### config.mk
export PLATFORM = sky130hd
export DESIGN_NAME = hero_level_ctrl
export DESIGN_NICKNAME = d
export VERILOG_FILES = /design/src/rtl/hero_pkg.sv /design/src/rtl/hero_bomb_timer.sv /design/src/rtl/hero_level_ctrl.sv
export SDC_FILE = /design/constraint.sdc
export NUM_CORES = 1
export LEC_CHECK = 0
export CAP_MARGIN = 25
export CORE_UTILIZATION = 63
export DETAILED_ROUTE_END_ITERATION = 7
export DONT_BUFFER_PORTS = 1
export HOLD_SLACK_MARGIN = 0.05
export PLACE_DENSITY = 0.79
export SYNTH_ARGS = -nofsm -noshare
export SYNTH_HDL_FRONTEND = slang
export SYNTH_HIERARCHICAL = 1
export SYNTH_SLANG_ARGS = --single-unit
### constraint.sdc
create_clock -name CLOCK_50 -period 2.6 [get_ports CLOCK_50]
set_input_delay 0.39 -clock CLOCK_50 [delete_from_list [all_inputs] [get_ports CLOCK_50]]
set_output_delay 0.39 -clock CLOCK_50 [all_outputs]
set_load 0.1 [all_outputs]
### src/rtl/hero_pkg.sv
// Shared types and constants for the H.E.R.O. game-flow controller and level renderers.
package hero_pkg;

    typedef enum logic [2:0] {
        ST_IDLE,
        ST_LOAD,
        ST_PLAY,
        ST_DYING,
        ST_NEXT,
        ST_GAME_OVER,
        ST_WIN
    } hero_state_e;

    localparam int LIVES_INIT_C = 3;
    localparam int BOMBS_INIT_C = 6;

    localparam int SCREEN_W = 635;
    localparam int SCREEN_H = 475;

    localparam logic [3:0] B_CNT_NONE  = 4'd0;
    localparam logic [3:0] B_CNT_BLAST = 4'd3;

endpackage

### src/rtl/hero_bomb_timer.sv
// Shared bomb resource: f_key edge detect, drop position latch, frame-stepped
// bomb phase counter and per-level bomb stock.
module hero_bomb_timer
    import hero_pkg::*;
#(
    parameter int BOMBS_INIT  = BOMBS_INIT_C,
    parameter int BOMB_FRAMES = 20
) (
    input  logic       clk_i,
    input  logic       rst_n_i,
    input  logic       reload_i,
    input  logic       clear_i,
    input  logic       run_i,
    input  logic       frame_tick_i,
    input  logic       f_key_i,
    input  logic [9:0] char_x_i,
    input  logic [9:0] char_y_i,
    output logic [9:0] bomb_x_o,
    output logic [9:0] bomb_y_o,
    output logic [3:0] b_cnt_o,
    output logic [3:0] bombs_left_o
);
    localparam int FW = (BOMB_FRAMES > 1) ? $clog2(BOMB_FRAMES) : 1;
    localparam logic [FW-1:0] FRAME_RELOAD = FW'(BOMB_FRAMES - 1);

    logic          f_prev_q;
    logic [FW-1:0] frame_cnt_q;
    logic [3:0]    b_cnt_q;
    logic [3:0]    bombs_left_q;
    logic [9:0]    bomb_x_q;
    logic [9:0]    bomb_y_q;
    logic          fire_d;

    assign fire_d = run_i && f_key_i && !f_prev_q
                    && (b_cnt_q == B_CNT_NONE) && (bombs_left_q != 4'd0);

    always_ff @(posedge clk_i) begin
        if (!rst_n_i) begin
            f_prev_q     <= 1'b0;
            frame_cnt_q  <= '0;
            b_cnt_q      <= B_CNT_NONE;
            bombs_left_q <= 4'd0;
            bomb_x_q     <= 10'd0;
            bomb_y_q     <= 10'd0;
        end else begin
            f_prev_q <= f_key_i;
            if (reload_i) begin
                b_cnt_q      <= B_CNT_NONE;
                bombs_left_q <= 4'(BOMBS_INIT);
                frame_cnt_q  <= '0;
            end else if (clear_i) begin
                b_cnt_q     <= B_CNT_NONE;
                frame_cnt_q <= '0;
            end else if (fire_d) begin
                bomb_x_q     <= char_x_i;
                bomb_y_q     <= char_y_i;
                b_cnt_q      <= 4'd1;
                bombs_left_q <= bombs_left_q - 4'd1;
                frame_cnt_q  <= FRAME_RELOAD;
            end else if (run_i && frame_tick_i && (b_cnt_q != B_CNT_NONE)) begin
                // Terminal count steps the phase; blast wraps back to no bomb.
                if (frame_cnt_q == '0) begin
                    b_cnt_q     <= (b_cnt_q == B_CNT_BLAST) ? B_CNT_NONE : b_cnt_q + 4'd1;
                    frame_cnt_q <= FRAME_RELOAD;
                end else begin
                    frame_cnt_q <= frame_cnt_q - 1'b1;
                end
            end
        end
    end

    assign bomb_x_o     = bomb_x_q;
    assign bomb_y_o     = bomb_y_q;
    assign b_cnt_o      = b_cnt_q;
    assign bombs_left_o = bombs_left_q;

endmodule

### src/rtl/hero_level_ctrl.sv
// H.E.R.O. game-flow sequencer: level select/reload, lives, death, level
// completion, game-over and win. Bomb handling lives in hero_bomb_timer.
//
// state        | meaning
// IDLE         | waiting for start_key, renderers off
// LOAD         | level selected, enable low to reload bitmaps
// PLAY         | level running, bombs usable
// DYING        | death animation, counts frames before respawn
// NEXT         | one-clock level advance decision
// GAME_OVER    | out of lives, waits for start_key
// WIN          | last level cleared, waits for start_key
module hero_level_ctrl
    import hero_pkg::*;
#(
    parameter int NUM_LEVELS   = 4,
    parameter int LIVES_INIT   = LIVES_INIT_C,
    parameter int BOMBS_INIT   = BOMBS_INIT_C,
    parameter int LOAD_CYCLES  = 4,
    parameter int BOMB_FRAMES  = 20,
    parameter int DEATH_FRAMES = 60
) (
    input  logic                          CLOCK_50,
    input  logic                          rst_n,
    input  logic                          frame_tick,
    input  logic                          start_key,
    input  logic                          f_key,
    input  logic                          death_in,
    input  logic                          goal_in,
    input  logic [9:0]                    char_pos_x,
    input  logic [9:0]                    char_pos_y,
    output logic [NUM_LEVELS-1:0]         level_active,
    output logic                          enable,
    output logic [$clog2(NUM_LEVELS)-1:0] level_idx,
    output logic [9:0]                    bomb_pos_x,
    output logic [9:0]                    bomb_pos_y,
    output logic [3:0]                    b_cnt,
    output logic [3:0]                    bombs_left,
    output logic [2:0]                    lives,
    output logic                          game_over,
    output logic                          game_won
);
    localparam int IW = $clog2(NUM_LEVELS);
    localparam int LW = $clog2(LOAD_CYCLES + 1);
    localparam int DW = $clog2(DEATH_FRAMES + 1);
    localparam logic [IW-1:0] LAST_IDX    = IW'(NUM_LEVELS - 1);
    localparam logic [LW-1:0] LOAD_RELOAD = LW'(LOAD_CYCLES - 1);
    localparam logic [DW-1:0] DEATH_RELOAD = DW'(DEATH_FRAMES - 1);

    hero_state_e           state_q;
    logic [NUM_LEVELS-1:0] level_active_q;
    logic                  enable_q;
    logic                  game_over_q;
    logic                  game_won_q;
    logic [IW-1:0]         level_idx_q;
    logic [2:0]            lives_q;
    logic [LW-1:0]         load_cnt_q;
    logic [DW-1:0]         death_cnt_q;

    logic in_play_d;
    logic death_done_d;
    logic load_entry_d;
    logic bomb_clear_d;
    logic bomb_run_d;

    function automatic logic [NUM_LEVELS-1:0] onehot(input logic [IW-1:0] idx);
        onehot      = '0;
        onehot[idx] = 1'b1;
    endfunction

    // Bomb reload must land on the same edge the FSM enters LOAD.
    assign in_play_d    = (state_q == ST_PLAY);
    assign death_done_d = (state_q == ST_DYING) && frame_tick && (death_cnt_q == '0);
    assign load_entry_d = ((state_q == ST_IDLE) && start_key)
                          || (death_done_d && (lives_q != 3'd0))
                          || ((state_q == ST_NEXT) && (level_idx_q != LAST_IDX));
    assign bomb_clear_d = in_play_d && death_in;
    assign bomb_run_d   = in_play_d && !death_in && !goal_in;

    always_ff @(posedge CLOCK_50) begin
        if (!rst_n) begin
            state_q        <= ST_IDLE;
            level_active_q <= '0;
            enable_q       <= 1'b0;
            game_over_q    <= 1'b0;
            game_won_q     <= 1'b0;
            level_idx_q    <= '0;
            lives_q        <= 3'(LIVES_INIT);
            load_cnt_q     <= '0;
            death_cnt_q    <= '0;
        end else begin
            case (state_q)
                ST_IDLE: begin
                    enable_q       <= 1'b0;
                    level_active_q <= '0;
                    if (start_key) begin
                        state_q        <= ST_LOAD;
                        level_idx_q    <= '0;
                        lives_q        <= 3'(LIVES_INIT);
                        level_active_q <= onehot('0);
                        load_cnt_q     <= LOAD_RELOAD;
                    end
                end
                ST_LOAD: begin
                    if (load_cnt_q == '0) begin
                        state_q  <= ST_PLAY;
                        enable_q <= 1'b1;
                    end else begin
                        load_cnt_q <= load_cnt_q - 1'b1;
                    end
                end
                ST_PLAY: begin
                    if (death_in) begin
                        state_q     <= ST_DYING;
                        lives_q     <= (lives_q == 3'd0) ? 3'd0 : lives_q - 3'd1;
                        death_cnt_q <= DEATH_RELOAD;
                    end else if (goal_in) begin
                        state_q <= ST_NEXT;
                    end
                end
                ST_DYING: begin
                    if (frame_tick) begin
                        if (death_cnt_q == '0) begin
                            enable_q <= 1'b0;
                            if (lives_q == 3'd0) begin
                                state_q        <= ST_GAME_OVER;
                                level_active_q <= '0;
                                game_over_q    <= 1'b1;
                            end else begin
                                state_q    <= ST_LOAD;
                                load_cnt_q <= LOAD_RELOAD;
                            end
                        end else begin
                            death_cnt_q <= death_cnt_q - 1'b1;
                        end
                    end
                end
                ST_NEXT: begin
                    enable_q <= 1'b0;
                    if (level_idx_q == LAST_IDX) begin
                        state_q        <= ST_WIN;
                        level_active_q <= '0;
                        game_won_q     <= 1'b1;
                    end else begin
                        state_q        <= ST_LOAD;
                        level_idx_q    <= level_idx_q + 1'b1;
                        level_active_q <= onehot(level_idx_q + 1'b1);
                        load_cnt_q     <= LOAD_RELOAD;
                    end
                end
                ST_GAME_OVER, ST_WIN: begin
                    if (start_key) begin
                        state_q     <= ST_IDLE;
                        game_over_q <= 1'b0;
                        game_won_q  <= 1'b0;
                    end
                end
                default: state_q <= ST_IDLE;
            endcase
        end
    end

    hero_bomb_timer #(
        .BOMBS_INIT  (BOMBS_INIT),
        .BOMB_FRAMES (BOMB_FRAMES)
    ) u_bomb (
        .clk_i        (CLOCK_50),
        .rst_n_i      (rst_n),
        .reload_i     (load_entry_d),
        .clear_i      (bomb_clear_d),
        .run_i        (bomb_run_d),
        .frame_tick_i (frame_tick),
        .f_key_i      (f_key),
        .char_x_i     (char_pos_x),
        .char_y_i     (char_pos_y),
        .bomb_x_o     (bomb_pos_x),
        .bomb_y_o     (bomb_pos_y),
        .b_cnt_o      (b_cnt),
        .bombs_left_o (bombs_left)
    );

    assign level_active = level_active_q;
    assign enable       = enable_q;
    assign level_idx    = level_idx_q;
    assign lives        = lives_q;
    assign game_over    = game_over_q;
    assign game_won     = game_won_q;

endmodule

After elaboration in Yosys (flattened, before gate mapping)
Cells that the tools add are included.

Output and inout bits: 40. Flip-flop bits (word level): 58. Bits of input ports: 27.

Bitwise gates (word level): 3. $lt $le $gt $ge: 2. $add $sub $neg: 7. Multiplexer cells: 56. Eq/ne operators: 23. Reduce and logical (&&, ||, !) cells: 59.

Operators by type and width (number): 3-bit two-way mux (20); 2-bit inequality test (second input constant) (11); 4-bit two-way mux (5); 6-bit two-way mux (3); 3-bit case mux with 6 select lines (1); 2-bit nonzero test (8); 1-bit logical AND (15); 5-bit two-way mux (3); 1-bit two-way mux (13); 3-bit case mux with 4 select lines (1); 4-bit case mux with 3 select lines (1); 6-bit case mux with 2 select lines (1); 3-bit AND reduction (4); 4-bit AND reduction (3); 4-bit nonzero test (3); 3-bit == test (second input constant) (3); 3-bit zero test (3); 3-bit nonzero test (3); 2-bit AND reduction (4); 7-bit AND reduction (1); 3-bit by 2-bit == test with 1-bit output (second input constant) (2); 6-bit zero test (1); 2-bit by 1-bit inequality test with 1-bit output (second input constant) (3); 3-bit case mux with 2 select lines (1); 27 further kinds (37).

Depth between registers and ports, before layout
Word-level depth: 10. Mapped depth: 11.

Modules after synthesis
Netlist, hierarchy kept.

Modules (own cells, without submodules): hero_level_ctrl (instances 1, area an instance 1505.2 µm², cells each 176); hero_bomb_timer (instances 1, area an instance 1471.4 µm², cells each 175).

Worst setup path after synthesis
OpenSTA, ideal clock, no wires.

Kind: register -> register. From: register level_idx_q[1] (netlist: level_idx[1]). To: register u_bomb.frame_cnt_q[3]. Buffers on the path: 0. Cell stages (with the launch flop): 9. Setup slack: -0.108 ns. Period minus slack after synthesis: 2.708 ns. Data required time: 2.522 ns. Data arrival time: 2.631 ns. Library setup time: 0.078 ns. Cell sequence: dfxtp_1 -> ha_1 -> inv_1 -> a21oi_1 -> o21ai_0 -> nand2b_1 -> or2_2 -> nand2b_1 -> nor3_1.

Cells in the longest elaborated chain, start to end: 4.

Ends and longest elaborated chain: start, declared (RTL line hero_level_ctrl.sv:54) `logic [IW-1:0] level_idx_q;`; start signal, assigned (RTL line hero_level_ctrl.sv:145) `level_idx_q <= level_idx_q + 1'b1;`; 2-bit inequality test (RTL line hero_level_ctrl.sv:75) `|| ((state_q == ST_NEXT) && (level_idx_q != LAST_IDX));`; 1-bit logical AND (RTL line hero_level_ctrl.sv:75); 1-bit logical OR (RTL line hero_level_ctrl.sv:75); net load_entry_d (RTL line hero_level_ctrl.sv:61) `logic load_entry_d;`; 4-bit OR reduction (no source line); end signal, assigned (RTL line hero_bomb_timer.sv:66) `frame_cnt_q <= frame_cnt_q - 1'b1;`; end, declared (RTL line hero_bomb_timer.sv:27) `logic [FW-1:0] frame_cnt_q;`.

The timed path passes the listed nets, and every way through them passes these cells. A chain may end at the register's enable or synchronous reset.

Worst setup path after layout
From: register state_q[0]. To: register u_bomb.frame_cnt_q[3].

Elaborated cells on any way between the ends: 21. Classes of those cells: 3 x eq/ne; 18 x reduce/logical.

RTL lines: start, declared (RTL line hero_level_ctrl.sv:49) `hero_state_e state_q;`; start signal, assigned (RTL line hero_level_ctrl.sv:81) `state_q <= ST_IDLE;`; start signal, assigned (RTL line hero_level_ctrl.sv:96) `state_q <= ST_LOAD;`; start signal, assigned (RTL line hero_level_ctrl.sv:105) `state_q <= ST_PLAY;`; 3-bit by 2-bit == test with 1-bit output (RTL line hero_level_ctrl.sv:72) `assign death_done_d = (state_q == ST_DYING) && frame_tick && (death_cnt_q == '0);`; 1-bit logical AND (2 in series) (RTL line hero_level_ctrl.sv:72); 1-bit logical AND (RTL line hero_level_ctrl.sv:74) `|| (death_done_d && (lives_q != 3'd0))`; 1-bit logical OR (RTL line hero_level_ctrl.sv:74); 1-bit logical OR (*) (RTL line hero_level_ctrl.sv:75); net load_entry_d (RTL line hero_level_ctrl.sv:61); 4-bit OR reduction (no source line) (*).

The timed path passes the listed nets; every way through them passes the cells marked *.

==> flow_summary.ini <==
[logic_synthesis]
post_synth_main_area_contributors = dfxtp_1, ha_1, o21ai_0
synthDominantCellAreaShare = 0.3901
syn-cell-area_sq_um = 2977
post-synth-top-count-cell = dfxtp_1
synth_async_sr_flop_share = 0
synth_cell_type_count = 62
postSynthRegisterBits = 58
synthesis.area_per_instance_sq_um = 8.480
synthFlopType = dfxtp_1
syn-instance-count = 351
cell_taking_the_most_area_after_synthesis = dfxtp_1
syn_nets = 392
seq_area_frac_synth = 0.3901
synthesis.yosys.warnings = 6
synth_commonest_cells = dfxtp_1, o21ai_0, nand2_1
synth-edff-count = 0

[die]
placement_rows = 24
floorplan.die.height_microns = 70.74
core_area_sq_um = 4444
starting_density_of_the_core = 0.6698
io_pins = 67
design.die.area_sq_um = 5003
die_width_microns = 70.74

[sta]
final.setup.tns_ns = 0
timing.fmax_mhz = 433.6
fin_skew_ns = 0.005176
fin_crit_sh = 0.8870
hold-worst-slack_ns = 0.1834
rsz0062_at_grt = false
shortest_period_the_worst_path_allows_ns = 2.306
max_slew_violations = 0
worst_slew_margin_rel = 0.3452
tightestPinTransition_ns = 0.9809
final_hold_viol_count = 0
finalSetupViolCount = 0

[placed_design]
post_detailed_placement_cell_area_sq_um = 3142
place.port_buffers = 0
dp.final_hpwl_microns = 4628
place_congestion = 0.8930

[worst_setup_path]
timing.critical_path.max_delay_family = simple AND/OR/NAND/NOR gates
worst-path-buf-inv = 2
critPathArrivalTime_ns = 2.52
crit_fanout = 12
critPathSlowestCell = dfxtp_1
timing.critical_path.slowest_cell_delay_ns = 0.54
timing.critical_path.cells = buf_4, and3b_1, nand3_1, o21ai_0, buf_4, nand2b_1, or2_2, nand2b_1, nor3_1
crit_path_start_kind = register
timing.critical_path.required_ns = 2.81
critical_path_class = register to register
crit_path_capture_type = register

[detailed_routing]
route.final.wire_length_microns = 6628
drt_iter0_markers = 125
drt_first_pass_iters = 4
drc_errors = 0
drt-vias-per-instance = 6.092
route.detailed.wl_per_inst_microns = 15.60
number_of_routed_nets_with_antenna_violations = 0
via_count = 2589

[hold_path]
timing.hold.worst.class = input port to register

[job]
max_cap_violations = 0

[clock_tree]
cts_tree = built
clock-sinks = 58
deepest_clock_path_buffer_count = 2
clock_slew_at_reported_path_ffs_ns = 0.06
h-tree-depth = 3
post_cts_resized = 0
number_of_buffers_inserted_to_repair_setup_after_cts = 0
clock_insertion_delay_worst_skew_ns = 0.33
cts_root_buf = clkbuf_8
cts_inserted_buffers = 9
post_cts_hold_buffer_count = 0

[global_route]
gr-usage-met3 = 0.07550
pin_count_of_the_biggest_net_entering_global_routing = 57
grt-busiest-layer = met2
grtUsageTotal = 0.2778
number_of_antenna_violations_at_the_first_check_in_global_routing = 0
first_global_vias = 2394
wire_length_of_the_first_global_routing_pass_microns = 10930
grtUsageMet1 = 0.3523
gr-usage-met2 = 0.4370
gr-total-overflow = 0

[power]
worst_ir_drop_on_vdd_v = 0.0005079
power_report.internal_total_mw = 1.948
total_power_mw = 3.102
power_density_nw_per_um2 = 922.9
power.switching_mw = 1.153
switching_share = 0.3718
register_share_of_total_power = 0.365
leakage_nw = 1.310
power.share.combinational = 0.339
power.clock.fraction = 0.296

[cells_and_area]
fillCellCount = 348
antenna-diode-count = 0
finalNetCount = 409
area_delta_synth_final_pct = 12.90
layout_cells_sized_above_1 = 0.1609
postLayoutCellArea_sq_um = 3361

[outcome]
status = finished, final reports clean
## cell usage in the layout (no fill, tap or decap), types with 3 or more instances in the layout
cell type and count:
dfxtp_1 56, o21ai_0 35, nand2_1 31, nand3_1 26, buf_4 25, inv_1 23
a21oi_1 20, nor2_1 19, ha_1 14, nor3_1 11, clkbuf_8 10, a211oi_1 7
and2_1 4, nand3b_1 4, nand2b_1 4, nand4b_1 4, nand4_1 4, o31ai_1 4
a31oi_1 4, and3b_1 3, and3_1 3, o211a_1 3, a32oi_1 3, o21a_1 3
or3_1 3
## state kept, by name, indices dropped and copies added, names as in the netlist
name / flops
load_cnt_q: 3
u_bomb/b_cnt_o: 4
game_won: 1
u_bomb/bomb_y_o: 10
lives: 3
level_active: 4
u_bomb/bombs_left_o: 4
u_bomb/frame_cnt_q: 5
death_cnt_q: 6
game_over: 1
u_bomb/bomb_x_o: 10
level_idx: 2
state_q: 3
enable: 1
u_bomb/f_prev_q: 1
## per-stage QoR
step / std cells / setup slack (ns) / utilization
5_1_grt: 425 / 0.1019 / 0.7562
4_1_cts: 425 / 0.3178 / 0.7562
3_5_place_dp: 409 / 0.3227 / 0.7069
6_report: 425 / 0.2938 / 0.7562
2_1_floorplan: 351 / 0.1756 / -
3_3_place_gp: 409 / 0.4005 / 0.7069
## cells by family (layout without fill, tap and decap cells)
kind of cell | after synthesis | in the layout | share of synthesized area
compound gates | 95 | 95 | 0.2110
buf+inv | 42 | 64 | 0.05927
xor+xnor | 3 | 3 | 0.008829
simple gates | 137 | 137 | 0.2648
fa+ha+maj | 14 | 14 | 0.05885
mux | 2 | 2 | 0.007146
flops | 58 | 58 | 0.3901
## per-layer routing
layer	vias to the layer above	wire length [microns]
li1	1300	-
met2	84	3092
met4	0	142
met3	16	500
met1	1189	2892
met5	-	0
## power groups by stage
stage	clock network, mW	logic (mW)	registers (mW)
2_1_floorplan	0	0.730	1.25
3_3_place_gp	0	1.01	1.14
3_5_place_dp	0	1.04	1.15
4_1_cts	0.927	1.05	1.13
5_1_grt	0.965	1.15	1.14
6_report	0.917	1.05	1.13
## cell type report
cell class	count	area, sq um	area share
well taps	52	65.06	0.01936
clock buffers	11	141.4	0.04207
repair buffers	25	187.7	0.05585
flip-flops and latches	58	1164	0.3462
inverters	23	86.33	0.02569
clock inverters	5	77.57	0.02308
multi-input cells	251	1639	0.4877
## worst paths after layout
path	cells past startpoint	end	slack, ns	from
min reg2reg	2	load_cnt_q[2]$_SDFFE_PN0P_	0.49	load_cnt_q[2]$_SDFFE_PN0P_
min	1	u_bomb/f_prev_q$_SDFF_PN0_	0.18	f_key
max reg2reg	9	u_bomb/frame_cnt_q[3]$_SDFFE_PP0P_	0.29	state_q[0]$_SDFFE_PN0P_
max	9	u_bomb/frame_cnt_q[3]$_SDFFE_PP0P_	0.29	state_q[0]$_SDFFE_PN0P_
Power figures use the tool's default switching activity.
==> variant: new RTL, config.mk and constraints unchanged <==
Encoding of `hero_state_e`: now one-hot (7 bits for 7 states).
--- a/src/rtl/hero_pkg.sv
+++ b/src/rtl/hero_pkg.sv
@@ -1,14 +1,14 @@
 // Shared types and constants for the H.E.R.O. game-flow controller and level renderers.
 package hero_pkg;
 
-    typedef enum logic [2:0] {
-        ST_IDLE,
-        ST_LOAD,
-        ST_PLAY,
-        ST_DYING,
-        ST_NEXT,
-        ST_GAME_OVER,
-        ST_WIN
+    typedef enum logic [6:0] {
+        ST_IDLE      = 7'b0000001,
+        ST_LOAD      = 7'b0000010,
+        ST_PLAY      = 7'b0000100,
+        ST_DYING     = 7'b0001000,
+        ST_NEXT      = 7'b0010000,
+        ST_GAME_OVER = 7'b0100000,
+        ST_WIN       = 7'b1000000
     } hero_state_e;
 
     localparam int LIVES_INIT_C = 3;
Formal check against the unedited RTL: no difference found for any inputs over 10 cycles, from zero or initial values and one cycle with rst_n low; not proved beyond that.
==> variant against the unedited design <==
Sequential cell count up 4. Die area up 3.8%. Worst setup slack worse by 0.13 ns. Routed wire length up 6.0%. Final area up 5.8%. Worst hold slack worse by 0.059 ns. Synthesized cell count up 4.8%. Count of clock-buffer cells in the layout unchanged. Maximum frequency down 5.3%. Area after synthesis up 3.9%. Critical path type unchanged. Highest routed layer unchanged.
Power is not compared: it rests on default switching activity, and its combinational part moved more than twofold at a synthesized area within 25%.
==> variant: results (changes against the unedited design) <==
critical path peak fanout = 10 (was 12)
largest cells by area after synthesis = dfxtp_1 40%, ha_1 5.7%, o21ai_0 5.5% (was dfxtp_1 39%, ha_1 5.9%, o21ai_0 5.9%)
grt met2 use = 43.9% (was 43.7%)
Worst R2R Start = state_q[6] (was state_q[0])
routing usage on met1 = 36.8% (was 35.2%)
met2 wire length = 3220 um (was 3090 um)
worst hold path depth = 1 (unchanged)
fin nets = 426 (was 409)
Max-Slew Margin vs Limit = 32.3% (was 34.5%)
M3 GR Usage = 8.75% (was 7.55%)
HP Start = death_in (was f_key)
Worst Hold Path EP = state_q[4] (was u_bomb/f_prev_q)
Seq/Total Area, Yosys = 40.1% (was 39.0%)
status = completed (unchanged)
Place WS = 0.0742 ns (was 0.323 ns)
Period minus WS final = 2.43 ns (was 2.31 ns)
Netlist cell types = 57 (was 62)
Via Count = 2696 (was 2589)
clk buf depth = 2 (unchanged)
vias in the first global route = 2477 (was 2394)
first-pass GRT wire length = 11500 um (was 10900 um)
total track usage = 28.5% (was 27.8%)
largest net degree at the start of global routing = 58 (was 57)
1st-pass router iterations = 5 (was 4)
dpl hpwl = 4930 um (was 4630 um)
Worst R2R Path Depth = 8 (was 9)
wire length per cell = 15.4 um (was 15.6 um)
placed inst area = 0.00329 mm^2 (was 0.00314 mm^2)
syn_nets = 409 (was 392)
Synth top cells by count = 62 x dfxtp_1, 38 x nand2_1, 34 x o21ai_0, 31 x nand3_1, 21 x a21oi_1 (was 58 x dfxtp_1, 35 x o21ai_0, 31 x nand2_1, 26 x nand3_1, 23 x inv_1)
GP Congestion = 0.926 (was 0.893)
crit path DAT = 2.69 ns (was 2.52 ns)
P_clk = 0.00104 W
final clock skew = 0.00505 ns (was 0.00518 ns)
wire length on met3 = 505 um (was 500 um)
Worst path max stage delay = 0.57 ns (was 0.54 ns)
WL met1 = 3150 um (was 2890 um)
-- variant: cell types whose count changed after synthesis, moves of 5 or more --
cell	delta
nand3_1	+5
xor2_1	+5
inv_1	-5
nand4_1	+5
nand2_1	+7
-- variant: area by class of cell --
class / count / area [um^2] / area share [%]
Timing Repair Buffer: 25 / 200 / 5.63
Multi-Input combinational cell: 268 / 1710 / 48.0
Tap cell: 67 / 83.8 / 2.36
Clock buffer: 11 / 141 / 3.98
Clock inverter: 5 / 106 / 2.99
Inverter: 19 / 71.3 / 2.01
Sequential cell: 62 / 1250 / 35.0
-- variant: kinds of logic after synthesis --
group	synth area share, %
and+or+nand+nor	29.5
muxes	0.647
buffers and inverters	5.10
DFF	40.1
xor gates and xnor gates	1.98
AOI/OAI and AO/OA	17.0
adders and majority gates	5.66
-- variant: metrics by stage --
stage | cells | hold slack (ns)
finish | 457 | 0.124
floorplan | 368 | 0.431
detailed placement | 441 | 0.453
global route | 457 | 0.129
CTS | 457 | 0.113
global placement | 441 | 0.445
